--- config.mk ---
export PLATFORM = sky130hd
export DESIGN_NAME = fft_stage1_seq
export DESIGN_NICKNAME = d
export VERILOG_FILES = /design/src/rtl/fft_stage1_seq.sv
export SDC_FILE = /design/constraint.sdc
export NUM_CORES = 2
export LEC_CHECK = 0
export CORE_ASPECT_RATIO = 1.75
export CORE_MARGIN = 2
export CORE_UTILIZATION = 55
export CTS_CLUSTER_SIZE = 25
export DETAILED_ROUTE_END_ITERATION = 12
export HOLD_SLACK_MARGIN = 0.06
export PLACE_DENSITY = 0.79
export SLEW_MARGIN = 25
export SYNTH_ARGS = -nofsm -noshare
export SYNTH_HDL_FRONTEND = slang
export SYNTH_SLANG_ARGS = --single-unit
--- constraint.sdc ---
create_clock -name clk -period 90.7 [get_ports clk]
set_input_delay 9.07 -clock clk [delete_from_list [all_inputs] [get_ports clk]]
set_output_delay 9.07 -clock clk [all_outputs]
set_load 0.05 [all_outputs]
--- src/rtl/fft_stage1_seq.sv ---
// rtl/fft_stage1_seq.sv - sequential first radix-2 DIT stage (W^0) over a bit-reversed sample store
//
// Purpose: samples are written in natural order through an addressed load port
// and stored at bit-reversed addresses. A start kicks off one butterfly per
// cycle over adjacent memory pairs, writing sum/difference into the
// flattened output buses. Results are either halved or saturated.
//
// Ports:
//   clk       rising-edge clock
//   rst       asynchronous reset, active-high
//   load      write strobe for xr_in/xi_in at addr_in (IDLE/DONE only)
//   addr_in   natural-order sample index
//   xr_in     signed real sample
//   xi_in     signed imaginary sample
//   start     begin a run (IDLE/DONE, and only when load is low)
//   scale_en  1 = halve each result, 0 = saturate; captured at start
//   busy      high while butterflies are being computed
//   done      one-cycle pulse after the last butterfly is written
//   ovf       sticky saturation flag for the current run
//   st1_yr    real outputs, slot i at [i*W +: W]
//   st1_yi    imaginary outputs, same packing
module fft_stage1_seq #(
  parameter int N    = 16,
  parameter int LOGN = 4,
  parameter int W    = 16
) (
  input  logic                clk,
  input  logic                rst,
  input  logic                load,
  input  logic [LOGN-1:0]     addr_in,
  input  logic signed [W-1:0] xr_in,
  input  logic signed [W-1:0] xi_in,
  input  logic                start,
  input  logic                scale_en,
  output logic                busy,
  output logic                done,
  output logic                ovf,
  output logic [N*W-1:0]      st1_yr,
  output logic [N*W-1:0]      st1_yi
);

  typedef enum logic [1:0] {IDLE, RUN, DONE} state_t;

  localparam logic [LOGN-2:0] K_ONE = 1;

  state_t state, state_nx;
  logic [LOGN-2:0]     k;
  logic                scale_q;
  logic signed [W-1:0] mem_r [N];
  logic signed [W-1:0] mem_i [N];

  logic            load_ok, start_ok, last;
  logic [LOGN-1:0] ia, ib;
  logic [W:0]      ar, br, ai, bi;
  logic [W:0]      sr, dr, si, di;
  logic [W:0]      fr0, fr1, fi0, fi1;
  logic            clip;

  function automatic logic [LOGN-1:0] bitrev(input logic [LOGN-1:0] a);
    logic [LOGN-1:0] r;
    for (int i = 0; i < LOGN; i++) r[i] = a[LOGN-1-i];
    return r;
  endfunction

  // Returns {clipped, value}. Halving keeps the upper W bits of the W+1-bit
  // result (floor); saturation detects overflow when the top two bits differ.
  function automatic logic [W:0] fit(input logic [W:0] s, input logic sc);
    logic [W:0] r;
    if (sc)
      r = {1'b0, s[W:1]};
    else if (s[W] != s[W-1])
      r = {1'b1, s[W], {(W-1){~s[W]}}};
    else
      r = {1'b0, s[W-1:0]};
    return r;
  endfunction

  assign busy = (state == RUN);
  assign last = (k == '1);
  assign ia   = {k, 1'b0};
  assign ib   = {k, 1'b1};

  assign ar = {mem_r[ia][W-1], mem_r[ia]};
  assign br = {mem_r[ib][W-1], mem_r[ib]};
  assign ai = {mem_i[ia][W-1], mem_i[ia]};
  assign bi = {mem_i[ib][W-1], mem_i[ib]};
  assign sr = ar + br;
  assign dr = ar - br;
  assign si = ai + bi;
  assign di = ai - bi;

  assign fr0  = fit(sr, scale_q);
  assign fr1  = fit(dr, scale_q);
  assign fi0  = fit(si, scale_q);
  assign fi1  = fit(di, scale_q);
  assign clip = fr0[W] | fr1[W] | fi0[W] | fi1[W];

  always_ff @(posedge clk or posedge rst) begin
    if (rst) state <= IDLE;
    else     state <= state_nx;
  end

  // Load has priority over start so a simultaneous pair never races a
  // half-written sample into a run.
  always_comb begin
    state_nx = state;
    load_ok  = 1'b0;
    start_ok = 1'b0;
    case (state)
      IDLE, DONE: begin
        load_ok = load;
        if (start && !load) begin
          start_ok = 1'b1;
          state_nx = RUN;
        end
      end
      RUN: begin
        if (last) state_nx = DONE;
      end
      default: state_nx = IDLE;
    endcase
  end

  always_ff @(posedge clk or posedge rst) begin
    if (rst) begin
      k       <= '0;
      scale_q <= 1'b0;
      ovf     <= 1'b0;
      done    <= 1'b0;
      st1_yr  <= '0;
      st1_yi  <= '0;
      for (int i = 0; i < N; i++) begin
        mem_r[i] <= '0;
        mem_i[i] <= '0;
      end
    end else begin
      done <= (state == RUN) && last;
      if (load_ok) begin
        mem_r[bitrev(addr_in)] <= xr_in;
        mem_i[bitrev(addr_in)] <= xi_in;
      end
      if (start_ok) begin
        k       <= '0;
        scale_q <= scale_en;
        ovf     <= 1'b0;
      end else if (state == RUN) begin
        // k wraps to zero on the last pair, ready for the next run
        k <= k + K_ONE;
        st1_yr[(2*int'(k))*W +: W]   <= fr0[W-1:0];
        st1_yr[(2*int'(k)+1)*W +: W] <= fr1[W-1:0];
        st1_yi[(2*int'(k))*W +: W]   <= fi0[W-1:0];
        st1_yi[(2*int'(k)+1)*W +: W] <= fi1[W-1:0];
        if (clip) ovf <= 1'b1;
      end
    end
  end

endmodule

* Word level (Yosys, flattened, before mapping) *
Index checks and enable logic that the tools add are counted.
W data, S select, Z words.

storage, ports and cells
  register bits = 1032
  output and inout bits = 515

operators by class
  eq/ne operators = 9
  bitwise gates (word level) = 11
  shifts and indexed selects = 6
  reduce and logical (&&, ||, !) cells = 11
  $lt $le $gt $ge = 4
  muxes and demuxes = 39
  add/subtract/negate cells = 8

operators by type and width
  operator                     count
  $bwmux W256                  6
  $shiftx A16 B33 Y256         4
  $shift A16 B33 Y256 const A  2
  $bmux W16 S4                 4
  $mux W16                     9
  $mux W17                     8
  $demux W16 S4                1
  $add A16 B16 Y17             2
  $sub A16 B16 Y17             2
  $neg A8 Y33                  1
  $neg A9 Y33                  1
  $ge A5 B5 Y1 const B         3
  $not A4 Y5                   3
  $mux W1                      6
  $mux W3                      2
  $reduce_and A2 Y1            3
  $add A4 B1 Y5 const B        1
  $lt A5 B1 Y1 const B         1
  $not A1 Y1                   5
  $mux W2                      2
  $ne A1 B1 Y1                 4
  $pmux W2 S2                  1
  $reduce_bool A2 Y1           2
  $add A3 B1 Y3 const B        1
  other kinds (10)             14

* Longest topological paths before layout *
  depth in word-level cells = 14
  gate-level depth with buffers = 24
  mapped depth without buffers = 19

* Least setup slack after synthesis *
Ideal clock, no wire load.

  path type = in2reg
  from = input load
  to = register mem_i[48] (netlist name)
  setup time = 125 ps
  path buffers = 2
  path slack = 79888 ps
  arrival time = 10687 ps
  required time = 90575 ps
  stages = 6
  path through = nor2b_1 -> nor3b_1 -> nor2b_1 -> clkbuf_1 -> buf_1 -> mux2_2

between the ends
  word-level cells in the longest chain between the ends = 1

RTL lines
  what                            RTL line  source
  start: declaration              29        input logic load,
  $mux W1                         109       case (state)
  end signal: indexed assignment  140       mem_i[bitrev(addr_in)] <= xi_in;
  end: declaration                50        logic signed [W-1:0] mem_i [N];

Every way passes these cells.
A chain may end at the register's enable or synchronous reset.

==> results.cfg <==
[run_status]
outcome = completed

[timing]
post-route-period-util_pct = 14.2
fin_worst_skew_ns = 0.0397
finalHoldViolations = 0
setup_viol = 0
layout_min_cycle_time_ns = 12.84
max_freq_ghz = 0.0779
slew_headroom_pct = 27.1
slew_violations = 0
worst_slew_pin_slew_ns = 1.09
tns_ns = 0
rsz0062_at_grt = no

[clock_tree]
clockBufferDepth = 3
clk_latency_ns = 0.71
numClockSinks = 1032
clk_pin_slew_ns = 0.06
tritoncts = built
cts_max_level = 3
numCtsBuffers = 92
root_buffer = clkbuf_16
cts_resized = 0
post_cts_buffers = 0
ctsHoldBuffers = 0

[global_route]
grt_pass1_vias = 33600
use_met1_pct = 37.5
grtUsageTotal_pct = 32.1
antenna_found_initial = 7
grt_pass1_wl_um = 210000
overflow = 0
met3_usage_pct = 6.76
grt_max_degree = 185
grtUsageMet2_pct = 53.5
grt_busiest_layer = met2

[critical_path]
cp.required_ns = 91.35
endpoint_kind = asynchronous set/reset pin
max_stage_delay_ns = 0.67
cp_cell_sequence = clkdlybuf4s50_1 > clkinv_8 > buf_6 > buf_12 > buf_16 > buf_6 > buf_12
cp_top_family = buffers and inverters
arrival_ns = 13.50
crit_fanout = 177
crit_buf_inv = 7
path_class = input port to asynchronous set/reset pin
slowest_stage = buf_6
critPathLaunchType = input port

[placed_design]
dpl.cell_count = 5090
dp_hpwl_um = 95300
post_dp_cell_area_sq_um = 53300
io_buffers = 555
place_congestion = 0.938

[logic_synthesis]
syn_area_sq_um = 46800
ys_async_sr_fraction_pct = 100
synth_top_family_by_area = multiplexers
synth_edf_count = 0
yosysMostFrequentCell = dfrtp_1
avgSynthCellArea_sq_um = 12.8
synth_ff_type = dfrtp_1
synth_compound_area_share_pct = 9.40
synth_nets = 3781
ys_warn_count = 0
synth-adder-area-share_pct = 2.22
synth.top_cells.by_count = dfrtp_1 (1032), mux2_2 (669), nand2_1 (472)
yosys-mux-area-fraction_pct = 22.6
netlist_top_cells_area = dfrtp_1 (55%), mux2_2 (16%), mux4_2 (6.2%)
yosys.cell_types.count = 98
yosysTopAreaCell = dfrtp_1
synth_xor_area_share_pct = 0.879
yosysSeqAreaShare_pct = 55.2
synth-simple-area-share_pct = 6.87
synth-seq-cells = 1032
synth.top_cell.area_share_pct = 55.2
synthCells = 3662

[final_layout]
syn_to_final_growth_pct = 21.0
finalNonFillerCells = 5268
fin_util_pct = 67.2
final_area_sq_um = 56600
drive_gt1_share_pct = 27.2
final_nets = 4233

[drt]
wl_per_cell_um = 26.6
drt-initial-drc-count = 2639
drtAntennaViolNets = 0
via_count = 32700
wirelength_um = 140000
drc = 0
dr.pass1.iters = 6
via_per_inst = 6.21

[flow_run]
maxCapViolCount = 0

[floorplanning]
die_w_um = 225
core_area_sq_um = 84300
dieHeight_um = 390
fp-row-count = 141
fp.dieArea_sq_um = 87500
pin_count = 556
start_util_pct = 55.5

[hold_path]
hp-class = register to register
==> routing by layer <==
metal	vias up	routed length, um	share of wire [%]
met5	-	71	0.051
met4	10	10500	7.5
met3	448	9920	7.1
met2	1343	69000	49
met1	16900	50600	36
li1	14000	-	-
==> worst min-delay path: cells and delay by family, from the launching register on <==
kind	cells	cell delay, ns
flops	1	0.34
simple gates	1	0.04
compound gates	1	0.06
==> worst paths after layout <==
check	startpoint	to	slack, ns	cells after the start
max	rst	st1_yr[11]	77.86	7
min	st1_yi[193]	st1_yi[193]	0.48	2
max reg2reg	k[0]	st1_yi[195]	82.53	18
min reg2reg	st1_yi[193]	st1_yi[193]	0.48	2
max in group clk	state[0]	busy	78.89	3
min in group asynchronous	rst	mem_i[165]	8.92	2
==> registers in the layout, summed over array words and instances (netlist names), 2 cells and up <==
signal  flops
k           3
mem_i     256
st1_yr    256
st1_yi    256
state       2
mem_r     256
==> cell type report <==
cell class,instances,area [sq um]
Fill cell,6008,27700
Sequential cell,1032,25800
Multi-Input combinational cell,2299,19800
Timing Repair Buffer,617,6100
Clock buffer,127,2760
Tap cell,1072,1340
Clock inverter,45,507
Inverter,72,284
Antenna cell,4,10.0
==> per-stage QoR <==
stage	worst slack (ns)	hold slack (ns)
after floorplan	52.59	0.474
after global placement	76.57	0.459
after detailed placement	76.53	0.465
after CTS	77.27	0.480
after global routing	77.31	0.495
final	77.86	0.477
==> cells in the final DEF (no fill, tap or decap), types with 10 or more instances in the layout <==
cell and n:
a21oi_1 58, a22o_1 113, a31oi_1 15, a32o_1 16
and2_1 41, buf_4 54, clkbuf_16 96, clkbuf_8 24
clkdlybuf4s50_1 555, clkinv_2 19, clkinvlp_4 10, dfrtp_1 1028
ha_1 74, inv_1 65, mux2_1 11, mux2_2 669
mux4_2 128, nand2_1 460, nand2_2 10, nand2b_1 17
nand3_1 22, nor2_1 88, nor2b_1 10, nor3_1 22
o211ai_1 17, o21ai_0 161, o21ai_1 81, o21ai_2 18
o21bai_1 11, o31ai_1 21, or3_1 14, xnor2_1 36
xor2_1 11
==> logic make-up (layout without fill, tap and decap cells) <==
family / Yosys count / after routing
flip-flops: 1032 / 1032
multiplexers: 812 / 812
AND/OR/NAND/NOR: 741 / 741
AO/OA/AOI/OAI: 618 / 618
buffers and inverters: 331 / 861
adder cells (fa/ha/maj): 81 / 81
XOR/XNOR: 47 / 47
other: 0 / 4
Power is not shown: default switching activity piles up to over one toggle a cycle in this logic, so the estimate is an artifact.
